**config.mk**
```make
export PLATFORM = sky130hd
export DESIGN_NAME = mux_scan_seq
export DESIGN_NICKNAME = d
export VERILOG_FILES = /design/src/rtl/mux_scan_seq.sv
export SDC_FILE = /design/constraint.sdc
export NUM_CORES = 1
export LEC_CHECK = 0
export BUFFER_PORTS_ARGS = -buffer_cell sky130_fd_sc_hd__clkbuf_2
export CORE_ASPECT_RATIO = 1.5
export CORE_UTILIZATION = 35
export DETAILED_ROUTE_END_ITERATION = 10
export PLACE_DENSITY = 0.54
export SETUP_SLACK_MARGIN = 0.3
export SLEW_MARGIN = 20
export SYNTH_ARGS = -nofsm -noshare
export SYNTH_HDL_FRONTEND = slang
export SYNTH_SLANG_ARGS = --single-unit
export TNS_END_PERCENT = 100
```
**constraint.sdc**
```tcl
create_clock -name clk -period 4.85 [get_ports clk]
set_clock_uncertainty 0.05 [all_clocks]
set_input_delay 0.7275 -clock clk [delete_from_list [all_inputs] [get_ports clk]]
set_output_delay 0.7275 -clock clk [all_outputs]
set_load 0.05 [all_outputs]
```
**src/rtl/mux_scan_seq.sv**
```systemverilog
// ---------------------------------------------------------------------------
// mux_scan_seq
//
// Registered N-channel multiplexer with two modes:
//   manual : out follows the channel picked by sel, one cycle later
//   scan   : walks every channel in turn, holding each one for DWELL cycles
//            and pulsing frame_done when the walk wraps back to the start
//
// Optional feature (macro MUX_SCAN_SKIP_EN):
//   When defined, a skip_mask port is added. Channels whose mask bit is 1 are
//   never shown in scan mode. The mask is ignored in manual mode.
//
// Ports
//   clk        rising-edge clock
//   rst_n      asynchronous, active-low reset
//   in         packed channels, channel k = in[k*WIDTH +: WIDTH]
//   sel        manual-mode channel select
//   en         block enable (0 forces IDLE)
//   mode       0 = manual, 1 = scan
//   skip_mask  per-channel scan skip (MUX_SCAN_SKIP_EN only)
//   out        registered selected data
//   out_sel    index of the channel currently on out
//   out_valid  out / out_sel valid this cycle
//   frame_done one-cycle pulse on the first cycle of a new scan frame
//   sel_err    manual select out of range (sel >= CHANNELS)
// ---------------------------------------------------------------------------
module mux_scan_seq #(
    parameter int WIDTH    = 1,
    parameter int CHANNELS = 16,
    parameter int SEL_W    = $clog2(CHANNELS),
    parameter int DWELL    = 1
) (
    input  logic                      clk,
    input  logic                      rst_n,
    input  logic [CHANNELS*WIDTH-1:0] in,
    input  logic [SEL_W-1:0]          sel,
    input  logic                      en,
    input  logic                      mode,
`ifdef MUX_SCAN_SKIP_EN
    input  logic [CHANNELS-1:0]       skip_mask,
`endif
    output logic [WIDTH-1:0]          out,
    output logic [SEL_W-1:0]          out_sel,
    output logic                      out_valid,
    output logic                      frame_done,
    output logic                      sel_err
);

    typedef enum logic [1:0] {
        ST_IDLE   = 2'd0,
        ST_MANUAL = 2'd1,
        ST_SCAN   = 2'd2
    } state_t;

    state_t            state_r;
    state_t            state_nxt_s;

    logic [WIDTH-1:0]  out_r;
    logic [SEL_W-1:0]  out_sel_r;
    logic              out_valid_r;
    logic              frame_done_r;
    logic              sel_err_r;
    logic [15:0]       dwell_r;

    logic [WIDTH-1:0]  out_nxt_s;
    logic [SEL_W-1:0]  out_sel_nxt_s;
    logic              out_valid_nxt_s;
    logic              frame_done_nxt_s;
    logic              sel_err_nxt_s;
    logic [15:0]       dwell_nxt_s;

    logic [CHANNELS-1:0] mask_s;
    logic              sel_ok_s;
    logic              scan_start_s;
    logic              first_found_s;
    logic [SEL_W-1:0]  first_idx_s;
    logic              hi_found_s;
    logic [SEL_W-1:0]  hi_idx_s;
    logic [SEL_W-1:0]  adv_idx_s;
    logic              adv_wrap_s;

`ifdef MUX_SCAN_SKIP_EN
    assign mask_s = skip_mask;
`else
    assign mask_s = '0;
`endif

    // Channel picker; an index outside 0..CHANNELS-1 yields zero.
    function automatic logic [WIDTH-1:0] chan_at(
        input logic [CHANNELS*WIDTH-1:0] bus,
        input logic [SEL_W-1:0]          idx
    );
        logic [WIDTH-1:0] r;
        r = '0;
        for (int k = 0; k < CHANNELS; k++) begin
            if (int'(idx) == k) begin
                r = bus[k*WIDTH +: WIDTH];
            end else begin
                r = r;
            end
        end
        return r;
    endfunction

    // For power-of-two channel counts every select value is legal, so the
    // range compare is only built when some codes are unused.
    generate
        if (CHANNELS == (1 << SEL_W)) begin : g_sel_full
            assign sel_ok_s = 1'b1;
        end else begin : g_sel_part
            assign sel_ok_s = (sel <= SEL_W'(CHANNELS - 1));
        end
    endgenerate

    // State register.
    always_ff @(posedge clk or negedge rst_n) begin
        if (!rst_n) begin
            state_r <= ST_IDLE;
        end else begin
            state_r <= state_nxt_s;
        end
    end

    // Next-state decode: en has priority over mode.
    always_comb begin
        state_nxt_s = ST_IDLE;
        if (!en) begin
            state_nxt_s = ST_IDLE;
        end else if (mode) begin
            state_nxt_s = ST_SCAN;
        end else begin
            state_nxt_s = ST_MANUAL;
        end
    end

    // Scan-order search: lowest scannable channel, and next scannable
    // channel above the one currently shown (wrapping to the lowest).
    always_comb begin
        first_found_s = 1'b0;
        first_idx_s   = '0;
        hi_found_s    = 1'b0;
        hi_idx_s      = '0;
        for (int k = 0; k < CHANNELS; k++) begin
            if (!first_found_s && !mask_s[k]) begin
                first_found_s = 1'b1;
                first_idx_s   = SEL_W'(k);
            end else begin
                first_found_s = first_found_s;
            end
            if (!hi_found_s && !mask_s[k] && (k > int'(out_sel_r))) begin
                hi_found_s = 1'b1;
                hi_idx_s   = SEL_W'(k);
            end else begin
                hi_found_s = hi_found_s;
            end
        end
        if (hi_found_s) begin
            adv_idx_s  = hi_idx_s;
            adv_wrap_s = 1'b0;
        end else begin
            adv_idx_s  = first_idx_s;
            adv_wrap_s = 1'b1;
        end
    end

    // A scan restarts when it is newly entered, or when the previous cycle
    // had nothing scannable (all channels masked).
    assign scan_start_s = (state_r != ST_SCAN) || !out_valid_r;

    // Output decode: next values of the registered outputs.
    always_comb begin
        out_nxt_s        = out_r;
        out_sel_nxt_s    = out_sel_r;
        out_valid_nxt_s  = 1'b0;
        frame_done_nxt_s = 1'b0;
        sel_err_nxt_s    = 1'b0;
        dwell_nxt_s      = dwell_r;
        case (state_nxt_s)
            ST_IDLE: begin
                dwell_nxt_s = 16'd0;
            end
            ST_MANUAL: begin
                dwell_nxt_s   = 16'd0;
                out_sel_nxt_s = sel;
                if (sel_ok_s) begin
                    out_nxt_s       = chan_at(in, sel);
                    out_valid_nxt_s = 1'b1;
                end else begin
                    out_nxt_s     = '0;
                    sel_err_nxt_s = 1'b1;
                end
            end
            ST_SCAN: begin
                if (!first_found_s) begin
                    dwell_nxt_s = 16'd0;
                end else if (scan_start_s) begin
                    dwell_nxt_s     = 16'd0;
                    out_sel_nxt_s   = first_idx_s;
                    out_nxt_s       = chan_at(in, first_idx_s);
                    out_valid_nxt_s = 1'b1;
                end else if (dwell_r == 16'(DWELL - 1)) begin
                    dwell_nxt_s      = 16'd0;
                    out_sel_nxt_s    = adv_idx_s;
                    out_nxt_s        = chan_at(in, adv_idx_s);
                    out_valid_nxt_s  = 1'b1;
                    frame_done_nxt_s = adv_wrap_s;
                end else begin
                    dwell_nxt_s     = dwell_r + 16'd1;
                    out_nxt_s       = chan_at(in, out_sel_r);
                    out_valid_nxt_s = 1'b1;
                end
            end
            default: begin
                dwell_nxt_s = 16'd0;
            end
        endcase
    end

    // Output and dwell registers.
    always_ff @(posedge clk or negedge rst_n) begin
        if (!rst_n) begin
            out_r        <= '0;
            out_sel_r    <= '0;
            out_valid_r  <= 1'b0;
            frame_done_r <= 1'b0;
            sel_err_r    <= 1'b0;
            dwell_r      <= 16'd0;
        end else begin
            out_r        <= out_nxt_s;
            out_sel_r    <= out_sel_nxt_s;
            out_valid_r  <= out_valid_nxt_s;
            frame_done_r <= frame_done_nxt_s;
            sel_err_r    <= sel_err_nxt_s;
            dwell_r      <= dwell_nxt_s;
        end
    end

    assign out        = out_r;
    assign out_sel    = out_sel_r;
    assign out_valid  = out_valid_r;
    assign frame_done = frame_done_r;
    assign sel_err    = sel_err_r;

endmodule
```
# [Word-level counts from Yosys, hierarchy flattened]
# Index checks and enable logic that the tools add are counted.
[totals] regBits=25 in_bits=24 output_inout_bits=8 elab_cells=203
[op_classes] addsub=1 order_cmp=15 n_eq_ne=49 n_mux=95 n_reduce_logical=37
[op_table] operator="$eq A4 B4 Y1 const B" n=24
[op_table] operator="$mux W1" n=71
[op_table] operator="$mux W4" n=17
[op_table] operator="$eq A4 B3 Y1 const B" n=12
[op_table] operator="$mux W16" n=3
[op_table] operator="$gt A4 B4 Y1 const A" n=8
[op_table] operator="$eq A4 B2 Y1 const B" n=6
[op_table] operator="$add A16 B1 Y16 const B" n=1
[op_table] operator="$gt A3 B4 Y1 const A" n=4
[op_table] operator="$logic_not A16 Y1" n=1
[op_table] operator="$logic_not A1 Y1" n=15
[op_table] operator="$logic_and A1 B1 Y1" n=14
[op_table] operator="$eq A4 B1 Y1 const B" n=3
[op_table] operator="$logic_not A4 Y1" n=3
[op_table] operator="$gt A2 B4 Y1 const A" n=2
[op_table] operator="$pmux W4 S2" n=1
[op_table] operator="$gt A1 B4 Y1 const A" n=1
[op_table] operator="$mux W2" n=2
[op_table] operator="$ne A3 B3 Y1 const B" n=1
[op_table] operator="$eq A2 B1 Y1 const B" n=1
[op_table] operator="$eq A2 B2 Y1 const B" n=1
[op_table] operator="$ne A2 B2 Y1 const B" n=1
[op_table] operator="$pmux W1 S2" n=1
[op_table] operator="$reduce_and A2 Y1" n=1
[op_table] operator="other kinds (3)" n=3

# [Depth between registers and ports, before layout]
# Gate-level depths: netlist of run 1.
[logic_depth] depth_word=65 ltp_mapped=8 depth_no_buf=7

# [Worst setup path before layout of run 1]
# Ideal clock, no wire load.
[synth_timing] path_kind="reg-to-reg" from="reg out_sel_r[0] (netlist: out_sel[0])" to="reg out_r (netlist: out)" arrival_ps=1862 required_ps=4664 setup_slack_ps=2802 path_stages_with_launch=7 n_path_buf=1 synth_period_minus_slack_ps=2048 path_cell_list="dfrtp_1 -> buf_6 -> mux4_2 -> or3_1 -> o31ai_1 -> a311o_2 -> o311ai_1"
[synth_via] elab_chain_len=65 elab_cells_between_ends=141 classes_between="order compare (15); eq/ne (30); mux (66); reduce/logical (30)"
[synth_rtl] element="start, declared" line_no="59" text="logic [SEL_W-1:0] out_sel_r;"
[synth_rtl] element="start signal, assigned" line_no="230" text="out_sel_r <= out_sel_nxt_s;"
[synth_rtl] element="$gt A1 B4 Y1" line_no="150" text="if (!hi_found_s && !mask_s[k] && (k > int'(out_sel_r))) begin"
[synth_rtl] element="$mux W1" line_no="150"
[synth_rtl] element="$logic_not A1 Y1" line_no="150"
[synth_rtl] element="$logic_and A1 B1 Y1" line_no="150"
[synth_rtl] element="$mux W1" line_no="150"
[synth_rtl] element="$logic_not A1 Y1" line_no="150"
[synth_rtl] element="$logic_and A1 B1 Y1" line_no="150"
[synth_rtl] element="$mux W1" line_no="150"
[synth_rtl] element="[34 not listed]"
[synth_rtl] element="$logic_and A1 B1 Y1" line_no="150"
[synth_rtl] element="$mux W4 / $mux W1 (equally long branches)" line_no="150"
[synth_rtl] element="$mux W4" line_no="157" text="if (hi_found_s) begin"
[synth_rtl] element="$logic_not A4 Y1" line_no="96" text="if (int'(idx) == k) begin"
[synth_rtl] element="$mux W1 (16 in series)" line_no="96"
[synth_rtl] element="$mux W1 (*)" line_no="201" text="end else if (dwell_r == 16'(DWELL - 1)) begin"
[synth_rtl] element="$mux W1 (*)" line_no="196" text="end else if (scan_start_s) begin"
[synth_rtl] element="$pmux W1 S2 (*)" line_no="178" text="case (state_nxt_s)"
[synth_rtl] element="end signal, assigned" line_no="229" text="out_r <= out_nxt_s;"
[synth_rtl] element="end, declared" line_no="58" text="logic [WIDTH-1:0] out_r;"
# Mark *: on every way between the ends. The rest lies on a longest branch, timed or not.
# A chain may end at the register's enable or synchronous reset.

# [Final worst setup path of run 1]
[layout_timing] from="reg out_sel_r[0] (netlist: out_sel[0])" to="out out_sel[0]"
[layout_lines] element="end, declared" line_no="43" text="output logic [SEL_W-1:0] out_sel,"
# No word-level cell between the ends.

==> results of run 1 <==
==> stage by stage <==
step                      hold WS [ns]  instances
after CTS                        0.432        285
after detailed placement         0.420        281
after global routing             0.462        285
after floorplan                  0.382        199
final                            0.406        285
after global placement           0.414        281
==> state kept, by name, indices dropped and copies added, names as in the netlist <==
name and flops:
frame_done 1, out_sel 4, out_valid 1, out 1, state_r 2, dwell_r 16
==> layer usage <==
metal / global-route usage, % / part of all wire [%] / vias up / wire, um
met3: 1.30 / 2.9 / 12 / 129
met5: 0 / 0 / - / 0
met1: 19.3 / 38 / 764 / 1680
met4: 8.03 / 3.2 / 0 / 144
li1: - / - / 754 / -
met2: 34.5 / 56 / 48 / 2480
==> layout by cell type, fill, tap and decap left out, types with 4 or more instances in the layout <==
master and count:
mux2i_1 6, xor2_1 7, o21ai_0 13, a21oi_1 7, clkbuf_2 30, nor3_1 6
nand3_1 8, nor2_1 24, nor4_1 4, xnor2_1 7, nand2_1 10, inv_1 11
mux4_2 6, nand2b_1 4, dfrtp_1 25, nand4_1 5
==> cells by family (layout without fill, tap and decap cells) <==
family,count (synthesis),after routing
flip-flops,25,25
AND/OR/NAND/NOR,78,78
multiplexers,12,12
adder cells (fa/ha/maj),2,2
other,1,1
AO/OA/AOI/OAI,42,42
buffers and inverters,25,45
XOR/XNOR,14,14
==> final cells by class <==
cell class / instances / area, sq um
tap: 66 / 82.6
sequential: 25 / 626
timing repair buffer: 30 / 150
multi-input combinational: 149 / 1020
fill: 517 / 2890
inverter: 11 / 41.3
clock buffer: 4 / 45.0
==> synth_stat cells, types with 6 or more instances <==
cell type	count	share of area (%)
xor2_1	7	3.5
mux4_2	6	7.6
dfrtp_1	25	35
nor2_1	24	5.1
a21oi_1	7	2.0
mux2i_1	6	3.4
o21ai_0	13	3.7
nand2_1	10	2.1
nand3_1	8	2.3
nor3_1	6	1.7
xnor2_1	7	3.5
inv_1	11	2.3
==> power groups by stage <==
| stage | Combinational, mW | Sequential (mW) | Clock [mW] |
|---|---|---|---|
| final | 0.101 | 0.235 | 0.125 |
| after CTS | 0.102 | 0.235 | 0.131 |
| after global placement | 0.102 | 0.239 | 0 |
| after detailed placement | 0.102 | 0.240 | 0 |
| after floorplan | 0.0701 | 0.240 | 0 |
| after global routing | 0.111 | 0.238 | 0.137 |
==> path summary, 6_finish.rpt <==
path | from | to | slack, ns | depth (start not counted)
min in group clk | dwell_r[0]$_DFF_PN0_ | dwell_r[0]$_DFF_PN0_ | 0.43 | 1
worst min register to register | dwell_r[0]$_DFF_PN0_ | dwell_r[0]$_DFF_PN0_ | 0.43 | 1
max in group asynchronous | rst_n | out_valid$_DFF_PN0_ | 3.94 | 1
worst min-delay path | rst_n | dwell_r[5]$_DFF_PN0_ | 0.41 | 1
worst max-delay path | out_sel[0]$_DFFE_PN0P_ | out_sel[0] | 2.49 | 1
worst max register to register | out_sel[0]$_DFFE_PN0P_ | out$_DFFE_PN0P_ | 2.55 | 5
==> results by group, run 1 <==
STA
  – Slew @ Worst Pin: 0.842 ns
  – Sum Neg Setup Slack: 0 ns
  – Unrepaired setup endpoints after global routing: no
  – Final WS setup: 2.49 ns
  – Worst slew margin: 43.9%
  – Fmax: 0.424 GHz
  – Slew Viols, Final: 0
  – Crit path time final: 2.36 ns
  – Final Setup Violations: 0
  – Final Hold Fails: 0
  – Period utilization: 48.6%

Setup path
  – CP cell instances: clkbuf_2
  – Crit start category: register
  – Critical Path RT: 4.07 ns
  – CP top delay family: flip-flops
  – Highest-delay cell along the critical path: dfrtp_1
  – Critical Path AT: 1.58 ns
  – CP Buf/Inv Count: 1
  – CP endpoint kind: output port
  – Critical Path Fanout Max: 26
  – Slowest Stage Delay on Critical Path: 0.90 ns
  – Crit path kind: reg -> out

Yosys
  – Sequential cell area fraction in the yosys report: 35.2%
  – Combinational family with the most area after synthesis: simple AND/OR/NAND/NOR gates
  – Ys flop type: dfrtp_1
  – Synthesized net count: 225
  – Syn Inst Count: 199
  – Synth Area in Compound Gates: 15.2%
  – YS warnings: 0
  – XOR/XNOR Fraction of Synth Area: 6.91%
  – Synth Area in Adders: 1.41%
  – Flops & latches, synth: 25
  – Asr flop ratio synth: 100%
  – Post-synth cell types: 46
  – EDFF count, synth: 0
  – Multiplexer share of the synthesized area: 11.0%
  – Post-Syn Area per Cell: 8.92 sq um
  – Post-Synth Simple-Gate Area: 22.6%
  – Post-Syn Area: 1780 sq um

Cells and area
  – Fin util: 40.5%
  – Layout cells sized above 1: 18.3%
  – Area Overhead vs Synth: 10.6%
  – Antenna diodes: 0
  – Final nets: 246
  – Post-route design area: 1960 sq um

Status
  – Status: complete, no violations

Clock network
  – Total CTS buffers: 3
  – Post-CTS resize count: 0
  – CTS Sinks: 25
  – Post-CTS Setup Bufs: 0
  – CTS root buf: clkbuf_8
  – H-tree lvl count: 1
  – Cts hold-fix bufs: 0
  – Clock slew at reported path FFs: 0.09 ns
  – Clk buf depth: 2
  – Worst-Skew Late Latency: 0.27 ns
  – CTS tree: yes

Power and ir drop
  – VDD IR-drop max: 0.0861 mV
  – Clock power share: 27.1%
  – Pwr Density: 235 nW/um^2
  – Total internal power: 313 uW
  – Sw power: 149 uW
  – Design Power: 462 uW
  – Leakage Power: 0.800 nW
  – Switch share: 32.2%
  – Comb power frac: 21.9%
  – Sequential share of power: 51.0%

Worst hold path
  – Hold Crit Class: in -> async

Placement
  – DPL Wire Length: 3.38 mm
  – Placed instance area: 1920 sq um
  – DP Worst Slack: 2.57 ns
  – # port buffers: 30
  – Routability cong.: 0.957

Routing
  – Total number of vias: 1578
  – DRC: 0
  – 1st-iter DRT viols: 49
  – DR WL/cell: 15.6 um
  – Routed Antenna Nets: 0
  – DR pass1 iterations: 4
  – Via/cell ratio: 5.54
  – Wirelength, routed: 4.43 mm

Global route
  – All-layer global routing usage: 18.0%
  – Initial antenna violation count: 0
  – Vias in the first global route: 1573
  – Largest net degree at the start of global routing: 27
  – GR Overflow Total: 0
  – First-pass GRT wire length: 7.34 mm

Floorplanning
  – Die Span Y: 89.2 um
  – Area of the core: 4850 sq um
  – Die Wd: 60.2 um
  – Initial core utilization: 36.6%
  – IO Pins: 32
  – Die area: 5370 sq um
  – FP Rows: 31

Job
  – Max cap viols: 0
No activity file was read; power rests on OpenSTA's default activity.
==> run 2, diff against run 1 <==
==> constraint.sdc (replaced) <==
create_clock -name clk -period 2.19 [get_ports clk]
set_clock_uncertainty 0.05 [all_clocks]
set_input_delay 0.3285 -clock clk [delete_from_list [all_inputs] [get_ports clk]]
set_output_delay 0.3285 -clock clk [all_outputs]
set_load 0.05 [all_outputs]
==> results by group, run 2 (synthesis gave the netlist of run 1 again) <==
Global route
  – Routing usage on met1: 21.1% (was 19.3%)
  – First-pass GRT wire length: 7.42 mm (was 7.34 mm)
  – Met3 Usage GRT: 1.74% (was 1.30%)
  – GR Overflow Total: 0 (unchanged)
  – Initial antenna violation count: 0 (unchanged)
  – GR peak layer: met2 (unchanged)
  – Vias in the first global route: 1545 (was 1573)
  – Largest net degree at the start of global routing: 26 (was 27)
  – Met2 Use GR: 35.0% (was 34.5%)
  – All-layer global routing usage: 18.6% (was 18.0%)

Status
  – Status: complete, no violations (unchanged)

Job
  – Max cap viols: 0 (unchanged)

Worst hold path
  – Hold Crit Class: in -> async (unchanged)

STA
  – Final Setup Violations: 0 (unchanged)
  – Slew Viols, Final: 0 (unchanged)
  – Fmax: 0.555 GHz
  – Min Hold Slack: 0.00370 ns (was 0.406 ns)
  – Worst slew margin: 58.8% (was 43.9%)
  – Slew @ Worst Pin: 0.618 ns (was 0.842 ns)
  – Sum Neg Setup Slack: 0 ns (unchanged)
  – Unrepaired setup endpoints after global routing: no (unchanged)
  – Final Hold Fails: 0 (unchanged)
  – Period utilization: 82.3%
  – Crit path time final: 1.80 ns
  – Final WS setup: 0.387 ns (was 2.49 ns)

Setup path
  – Crit path kind: reg -> reg (was reg -> out)
  – Critical Path AT: 1.90 ns (was 1.58 ns)
  – Highest-delay cell along the critical path: mux4_2 (was dfrtp_1)
  – CP cell instances: buf_4, mux4_2, o31ai_1, a311o_2, o311ai_2 (was clkbuf_2)
  – Critical Path RT: 2.29 ns (was 4.07 ns)
  – Critical Path Fanout Max: 12 (was 26)
  – CP Buf/Inv Count: 1 (unchanged)
  – Slowest Stage Delay on Critical Path: 0.51 ns (was 0.90 ns)
  – CP endpoint kind: register (was output port)
  – CP top delay family: multiplexers (was flip-flops)
  – Crit start category: register (unchanged)

Clock network
  – Worst-Skew Late Latency: 0.27 ns (about the same)
  – Clk buf depth: 2 (unchanged)
  – CTS Sinks: 25 (unchanged)
  – H-tree lvl count: 1 (unchanged)
  – Total CTS buffers: 3 (unchanged)
  – Clock slew at reported path FFs: 0.09 ns (about the same)
  – CTS root buf: clkbuf_8 (unchanged)
  – Cts hold-fix bufs: 0 (unchanged)
  – CTS tree: yes (unchanged)

Power and ir drop
  – VDD IR-drop max: 0.271 mV (was 0.0861 mV)
  – Design Power: 1.05 mW (was 462 uW)
  – Pwr Density: 503 nW/um^2 (was 235 nW/um^2)
  – Comb power frac: 24.7% (was 21.9%)
  – Leakage Power: 0.848 nW (was 0.800 nW)
  – Sequential share of power: 48.8% (was 51.0%)
  – Sw power: 337 uW (was 149 uW)
  – Switch share: 32.2% (about the same)
  – Clock power share: 26.5% (was 27.1%)
  – Total internal power: 709 uW (was 313 uW)

Floorplanning
  – Die Span Y: 89.2 um (unchanged)
  – Die Wd: 60.2 um (unchanged)
  – Die area: 5370 sq um (unchanged)
  – FP Rows: 31 (unchanged)
  – Area of the core: 4850 sq um (unchanged)
  – Initial core utilization: 36.6% (unchanged)
  – IO Pins: 32 (unchanged)

Cells and area
  – Layout cells sized above 1: 27.8% (was 18.3%)
  – Filler instances: 509 (was 517)
  – Max reg flops: 16 (unchanged)
  – Most frequent cells in the layout: 30 x clkbuf_2, 24 x nor2_1, 20 x dfrtp_1 (was 30 x clkbuf_2, 25 x dfrtp_1, 24 x nor2_1)
  – Largest Register: dwell_r (unchanged)
  – Fin util: 42.8% (was 40.5%)
  – Area Overhead vs Synth: 17.0% (was 10.6%)
  – Antenna diodes: 0 (unchanged)
  – Most common cell after layout, fill and taps aside: clkbuf_2 (unchanged)
  – Footprint of the multi-input gates: 1060 sq um (was 1020 sq um)
  – Register area: 634 sq um (was 626 sq um)
  – Final nets: 254 (was 246)

Routing
  – DRC: 0 (unchanged)
  – DR pass1 iterations: 4 (unchanged)
  – DR WL/cell: 15.7 um (was 15.6 um)
  – Total number of vias: 1601 (was 1578)
  – 1st-iter DRT viols: 128 (was 49)
  – Wirelength, routed: 4.59 mm (was 4.43 mm)
  – Via/cell ratio: 5.46 (was 5.54)
  – Routed Antenna Nets: 0 (unchanged)

Placement
  – # port buffers: 30 (unchanged)
  – Routability cong.: 0.838 (was 0.957)
  – DPL Wire Length: 3.40 mm (was 3.38 mm)
  – DP Worst Slack: 0.239 ns (was 2.57 ns)
## run 2: cell types whose count changed in the layout (fill, tap and decap cells not counted), sizes merged
cell / delta
buf: +8
## run 2: stage by stage
stage                     area, sq um  instances
after floorplan                  1780        199
after global placement           1940        284
after detailed placement         1940        284
after CTS                        2020        292
after global routing             2080        293
final                            2080        293
## run 2: per-layer routing
layer	up-vias	share of wire [%]
li1	771	-
met1	787	39
met2	35	57
met3	8	2.6
met4	0	2.1
met5	-	0
## run 2: worst paths after layout
kind,start,to,slack [ns],cells after the start
max,out_sel[0]$_DFFE_PN0P_,out$_DFFE_PN0P_,0.39,5
min,rst_n,dwell_r[14]$_DFF_PN0_,0.004,1
max reg2reg,out_sel[0]$_DFFE_PN0P_,out$_DFFE_PN0P_,0.39,5
min reg2reg,dwell_r[0]$_DFF_PN0_,dwell_r[0]$_DFF_PN0_,0.49,2
max in group asynchronous,rst_n,out_sel[1]$_DFFE_PN0P_,1.62,1
min in group clk,en,out_valid$_DFF_PN0_,0.18,1
## run 2: power by group through the flow
stage          registers (mW)  logic (mW)  clock network [mW]
6_report                0.510       0.258               0.277
5_1_grt                 0.515       0.279               0.311
4_1_cts                 0.507       0.248               0.287
3_5_place_dp            0.520       0.238                   0
3_3_place_gp            0.520       0.242                   0
2_1_floorplan           0.531       0.155                   0
## run 2: final cells by class
type,count,area share (%)
Sequential cell,25,30.5
Timing Repair Buffer,38,10.1
Tap cell,66,3.98
Multi-Input combinational cell,149,51.2
Clock buffer,4,2.17
Inverter,11,1.99
## run 2: worst register-to-register path: cells and delay by family, from the launching register on
family,cells,cell delay [ns]
buffers and inverters,1,0.21
flip-flops,1,0.44
AO/OA/AOI/OAI,3,0.47
multiplexers,1,0.51
## run 2: timing repair
item / in CTS / in global routing
setup endpoints to repair: 2 / 20
resized for setup: 2 / 14
setup buffers: 4 / 1
pin swaps: 3 / 2
==> run 3, diff against run 2 <==
--- a/config.mk
+++ b/config.mk
@@ -5,11 +5,12 @@
 export SDC_FILE = /design/constraint.sdc
 export NUM_CORES = 1
 export LEC_CHECK = 0
+export ABC_AREA = 1
 export BUFFER_PORTS_ARGS = -buffer_cell sky130_fd_sc_hd__clkbuf_2
 export CORE_ASPECT_RATIO = 1.5
 export CORE_UTILIZATION = 35
 export DETAILED_ROUTE_END_ITERATION = 10
-export PLACE_DENSITY = 0.54
+export PLACE_DENSITY = 0.56
 export SETUP_SLACK_MARGIN = 0.3
 export SLEW_MARGIN = 20
 export SYNTH_ARGS = -nofsm -noshare
==> constraint.sdc (replaced) <==
create_clock -name clk -period 1.5 [get_ports clk]
set_clock_uncertainty 0.05 [all_clocks]
set_input_delay 0.225 -clock clk [delete_from_list [all_inputs] [get_ports clk]]
set_output_delay 0.225 -clock clk [all_outputs]
set_load 0.05 [all_outputs]
==> results by group, run 3 <==
Status
  – Status: finished with violations (was complete, no violations)
  – Failing checks: negative setup slack

STA
  – Slew @ Worst Pin: 0.619 ns (was 0.618 ns)
  – Final Setup Violations: 22 (was 0)
  – Sum Neg Setup Slack: -4.85 ns (was 0 ns)
  – Period utilization: 132% (was 82.3%)
  – Crit path time final: 1.98 ns (was 1.80 ns)
  – Unrepaired setup endpoints after global routing: yes (was no)
  – Final Hold Fails: 0 (unchanged)
  – Final WS setup: -0.480 ns (was 0.387 ns)
  – Slew Viols, Final: 0 (unchanged)
  – Fmax: 0.505 GHz (was 0.555 GHz)
  – Worst slew margin: 58.7% (was 58.8%)
  – Min Hold Slack: 0.0657 ns (was 0.00370 ns)

Yosys
  – Post-Syn Area: 1770 sq um (was 1780 sq um)
  – Asr flop ratio synth: 100% (unchanged)
  – XOR/XNOR Fraction of Synth Area: 0% (was 6.91%)
  – Post-Synth Simple-Gate Area: 37.7% (was 22.6%)
  – Syn Inst Count: 266 (was 199)
  – Synth Area in Compound Gates: 14.2% (was 15.2%)
  – Synth area leaders: dfrtp_1 35%, nor2_1 11%, nand2_1 10% (was dfrtp_1 35%, mux4_2 7.6%, nor2_1 5.1%)
  – EDFF count, synth: 0 (unchanged)
  – YS warnings: 0 (unchanged)
  – Post-synth cell types: 33 (was 46)
  – Synth Area in Adders: 1.42% (was 1.41%)
  – Multiplexer share of the synthesized area: 0% (was 11.0%)
  – Synthesized net count: 292 (was 225)
  – Share of the synthesized area in the top cell type: 35.4% (was 35.2%)
  – Combinational family with the most area after synthesis: simple AND/OR/NAND/NOR gates (unchanged)
  – Post-synth top cells: 51 x nor2_1, 49 x nand2_1, 37 x inv_1 (was 25 x dfrtp_1, 24 x nor2_1, 13 x o21ai_0)
  – Count leader, synth: nor2_1 (was dfrtp_1)
  – Post-Syn Area per Cell: 6.65 sq um (was 8.92 sq um)
  – Cell accounting for the most synthesized area: dfrtp_1 (unchanged)
  – Ys flop type: dfrtp_1 (unchanged)
  – Flops & latches, synth: 25 (unchanged)
  – Sequential cell area fraction in the yosys report: 35.4% (was 35.2%)

Clock network
  – H-tree lvl count: 1 (unchanged)
  – CTS root buf: clkbuf_8 (unchanged)
  – CTS Sinks: 25 (unchanged)
  – Clk buf depth: 2 (unchanged)
  – Worst-Skew Late Latency: 0.26 ns (was 0.27 ns)
  – CTS tree: yes (unchanged)
  – Clock slew at reported path FFs: 0.09 ns (about the same)
  – Total CTS buffers: 3 (unchanged)

Routing
  – Total number of vias: 2220 (was 1601)
  – DR pass1 iterations: 4 (unchanged)
  – 1st-iter DRT viols: 58 (was 128)
  – DRC: 0 (unchanged)
  – Via/cell ratio: 4.85 (was 5.46)
  – Wirelength, routed: 5.86 mm (was 4.59 mm)
  – DR WL/cell: 12.8 um (was 15.7 um)
  – Routed Antenna Nets: 0 (unchanged)

Cells and area
  – Final nets: 419 (was 254)
  – Largest Register: dwell_r (unchanged)
  – Filler instances: 436 (was 509)
  – Max reg flops: 16 (unchanged)
  – Most common cell after layout, fill and taps aside: buf_4 (was clkbuf_2)
  – Fin util: 64.6% (was 42.8%)
  – Area Overhead vs Synth: 77.2% (was 17.0%)
  – Layout cells sized above 1: 49.2% (was 27.8%)
  – Antenna diodes: 0 (unchanged)
  – Most frequent cells in the layout: 68 x buf_4, 40 x nand2_1, 37 x nor2_1 (was 30 x clkbuf_2, 24 x nor2_1, 20 x dfrtp_1)
  – Post-route design area: 3130 sq um (was 2080 sq um)

Setup path
  – Critical Path Fanout Max: 4 (was 12)
  – Critical Path RT: 1.60 ns (was 2.29 ns)
  – CP endpoint kind: register (unchanged)
  – Critical register-to-register path startpoint: dwell_r[1]$_DFF_PN0_ (was out_sel[0]$_DFFE_PN0P_)
  – Reg2reg setup slack: -0.48 ns (was 0.39 ns)
  – FF-to-FF path depth: 12 (was 5)
  – Crit path kind: reg -> reg (unchanged)
  – CP cell instances: ha_2, nand4_1, nor2_1, inv_1, nor2_2, inv_2, nor2_4, nand2_2, nor3_4, nand4_1, o21ai_1, a21oi_1 (was buf_4, mux4_2, o31ai_1, a311o_2, o311ai_2)
  – Slowest Stage Delay on Critical Path: 0.42 ns (was 0.51 ns)
  – Crit start category: register (unchanged)
  – Critical Path AT: 2.08 ns (was 1.90 ns)
  – Highest-delay cell along the critical path: dfrtp_1 (was mux4_2)
  – Most frequent cell on the critical path: nand4_1
  – RR Endpoint: dwell_r[14]$_DFF_PN0_ (was out$_DFFE_PN0P_)

Floorplanning
  – FP Rows: 31 (unchanged)
  – Initial core utilization: 36.5% (was 36.6%)
  – Die Wd: 60.0 um (was 60.2 um)
  – Die Span Y: 89.0 um (was 89.2 um)
  – Die area: 5350 sq um (was 5370 sq um)
  – Area of the core: 4850 sq um (unchanged)
  – IO Pins: 32 (unchanged)

Power and ir drop
  – Leakage Power: 1.48 nW (was 0.848 nW)
  – Comb power frac: 32.3% (was 24.7%)
  – Switch share: 31.4% (was 32.2%)
  – Sequential share of power: 43.8% (was 48.8%)
  – VDD IR-drop max: 0.311 mV (was 0.271 mV)
  – Total internal power: 1.13 mW (was 709 uW)
  – Pwr Density: 526 nW/um^2 (was 503 nW/um^2)
  – Clock power share: 23.8% (was 26.5%)
  – Sw power: 518 uW (was 337 uW)

Worst hold path
  – Hold Crit Class: in -> reg (was in -> async)
  – Min-Delay Path Depth: 2
  – Hold Startpoint: mode
  – Worst Hold End: state_r[0]$_DFF_PN0_

Placement
  – Placed instance area: 2550 sq um (was 1940 sq um)
  – # port buffers: 30 (unchanged)
  – DPL Wire Length: 4.27 mm (was 3.40 mm)
  – Routability cong.: 0.807 (was 0.838)
  – DP Worst Slack: -0.353 ns (was 0.239 ns)

Global route
  – Initial antenna violation count: 0 (unchanged)
  – First-pass GRT wire length: 9.39 mm (was 7.42 mm)
  – GR Overflow Total: 0 (unchanged)
  – Largest net degree at the start of global routing: 26 (unchanged)
  – All-layer global routing usage: 23.1% (was 18.6%)
  – Vias in the first global route: 2262 (was 1545)

Job
  – Max cap viols: 0 (unchanged)
-- run 3: changes by cell type in the layout (fill, tap and decap cells not counted), sizes merged, moves of 4 or more --
cell,delta
a21oi,+8
buf,+89
inv,+35
mux2i,-6
mux4,-6
nand2,+41
nand2b,-4
nand3,+6
nand4,+9
nor2,+30
xnor2,-7
xor2,-7
-- run 3: metal layers --
metal | part of all wire (%) | vias up | track usage, %
met1 | 37 | 1036 | 22.2
li1 | - | 1120 | -
met2 | 57 | 50 | 48.1
met3 | 2.5 | 14 | 1.59
met4 | 3.3 | 0 | 9.09
met5 | 0 | - | 0
-- run 3: worst max-delay path: cells and delay by family (launching register included) --
| family | cells | cell delay, ns |
|---|---|---|
| AOI/OAI and AO/OA | 2 | 0.22 |
| and+or+nand+nor | 7 | 0.85 |
| DFF | 1 | 0.42 |
| buffers and inverters | 2 | 0.12 |
| adders and majority gates | 1 | 0.21 |
-- run 3: what timing repair did --
action,CTS,global route
gates resized for setup,43,42
setup buffers,20,6
endpoints found under the hold margin,25,0
setup endpoints to repair,26,28
hold buffers,1,0
pin swaps,5,15
-- run 3: power groups by stage --
stage | Clock (mW) | Sequential [mW] | Combinational [mW]
after floorplan | 0 | 0.784 | 0.176
after global placement | 0 | 0.727 | 0.462
after detailed placement | 0 | 0.727 | 0.464
after CTS | 0.408 | 0.722 | 0.529
after global routing | 0.434 | 0.728 | 0.583
final | 0.393 | 0.723 | 0.533
-- run 3: layout make-up --
| class | count | area [sq um] | share of cell area (%) |
|---|---|---|---|
| clock buffers | 4 | 45.0 | 1.44 |
| inverters | 47 | 189 | 6.03 |
| multi-input cells | 190 | 1130 | 35.9 |
| flip-flops and latches | 25 | 632 | 20.2 |
| well taps | 66 | 82.6 | 2.64 |
| repair buffers | 126 | 1060 | 33.8 |
-- run 3: through the flow --
step,power [mW],instances
floorplan,0.960,266
global placement,1.19,427
detailed placement,1.19,427
CTS,1.66,452
global route,1.74,458
finish,1.65,458
-- run 3: logic make-up (layout without fill, tap and decap cells) --
group	count (synthesis)	in the layout
simple gates	144	144
buf+inv	51	177
compound gates	43	43
flops	25	25
fa+ha+maj	2	2
other cells	1	1
-- run 3: worst max path at each step --
stage / startpoint / to / slack (ns) / depth (start not counted)
after detailed placement: dwell_r[1]$_DFF_PN0_ / dwell_r[14]$_DFF_PN0_ / -0.35 / 12
final: dwell_r[1]$_DFF_PN0_ / dwell_r[14]$_DFF_PN0_ / -0.48 / 12
after CTS: dwell_r[1]$_DFF_PN0_ / dwell_r[14]$_DFF_PN0_ / -0.35 / 12
after floorplan: out_sel[0]$_DFFE_PN0P_ / out$_DFFE_PN0P_ / -0.27 / 14
after global routing: dwell_r[1]$_DFF_PN0_ / dwell_r[14]$_DFF_PN0_ / -0.72 / 12
after global placement: dwell_r[0]$_DFF_PN0_ / dwell_r[14]$_DFF_PN0_ / -0.31 / 12
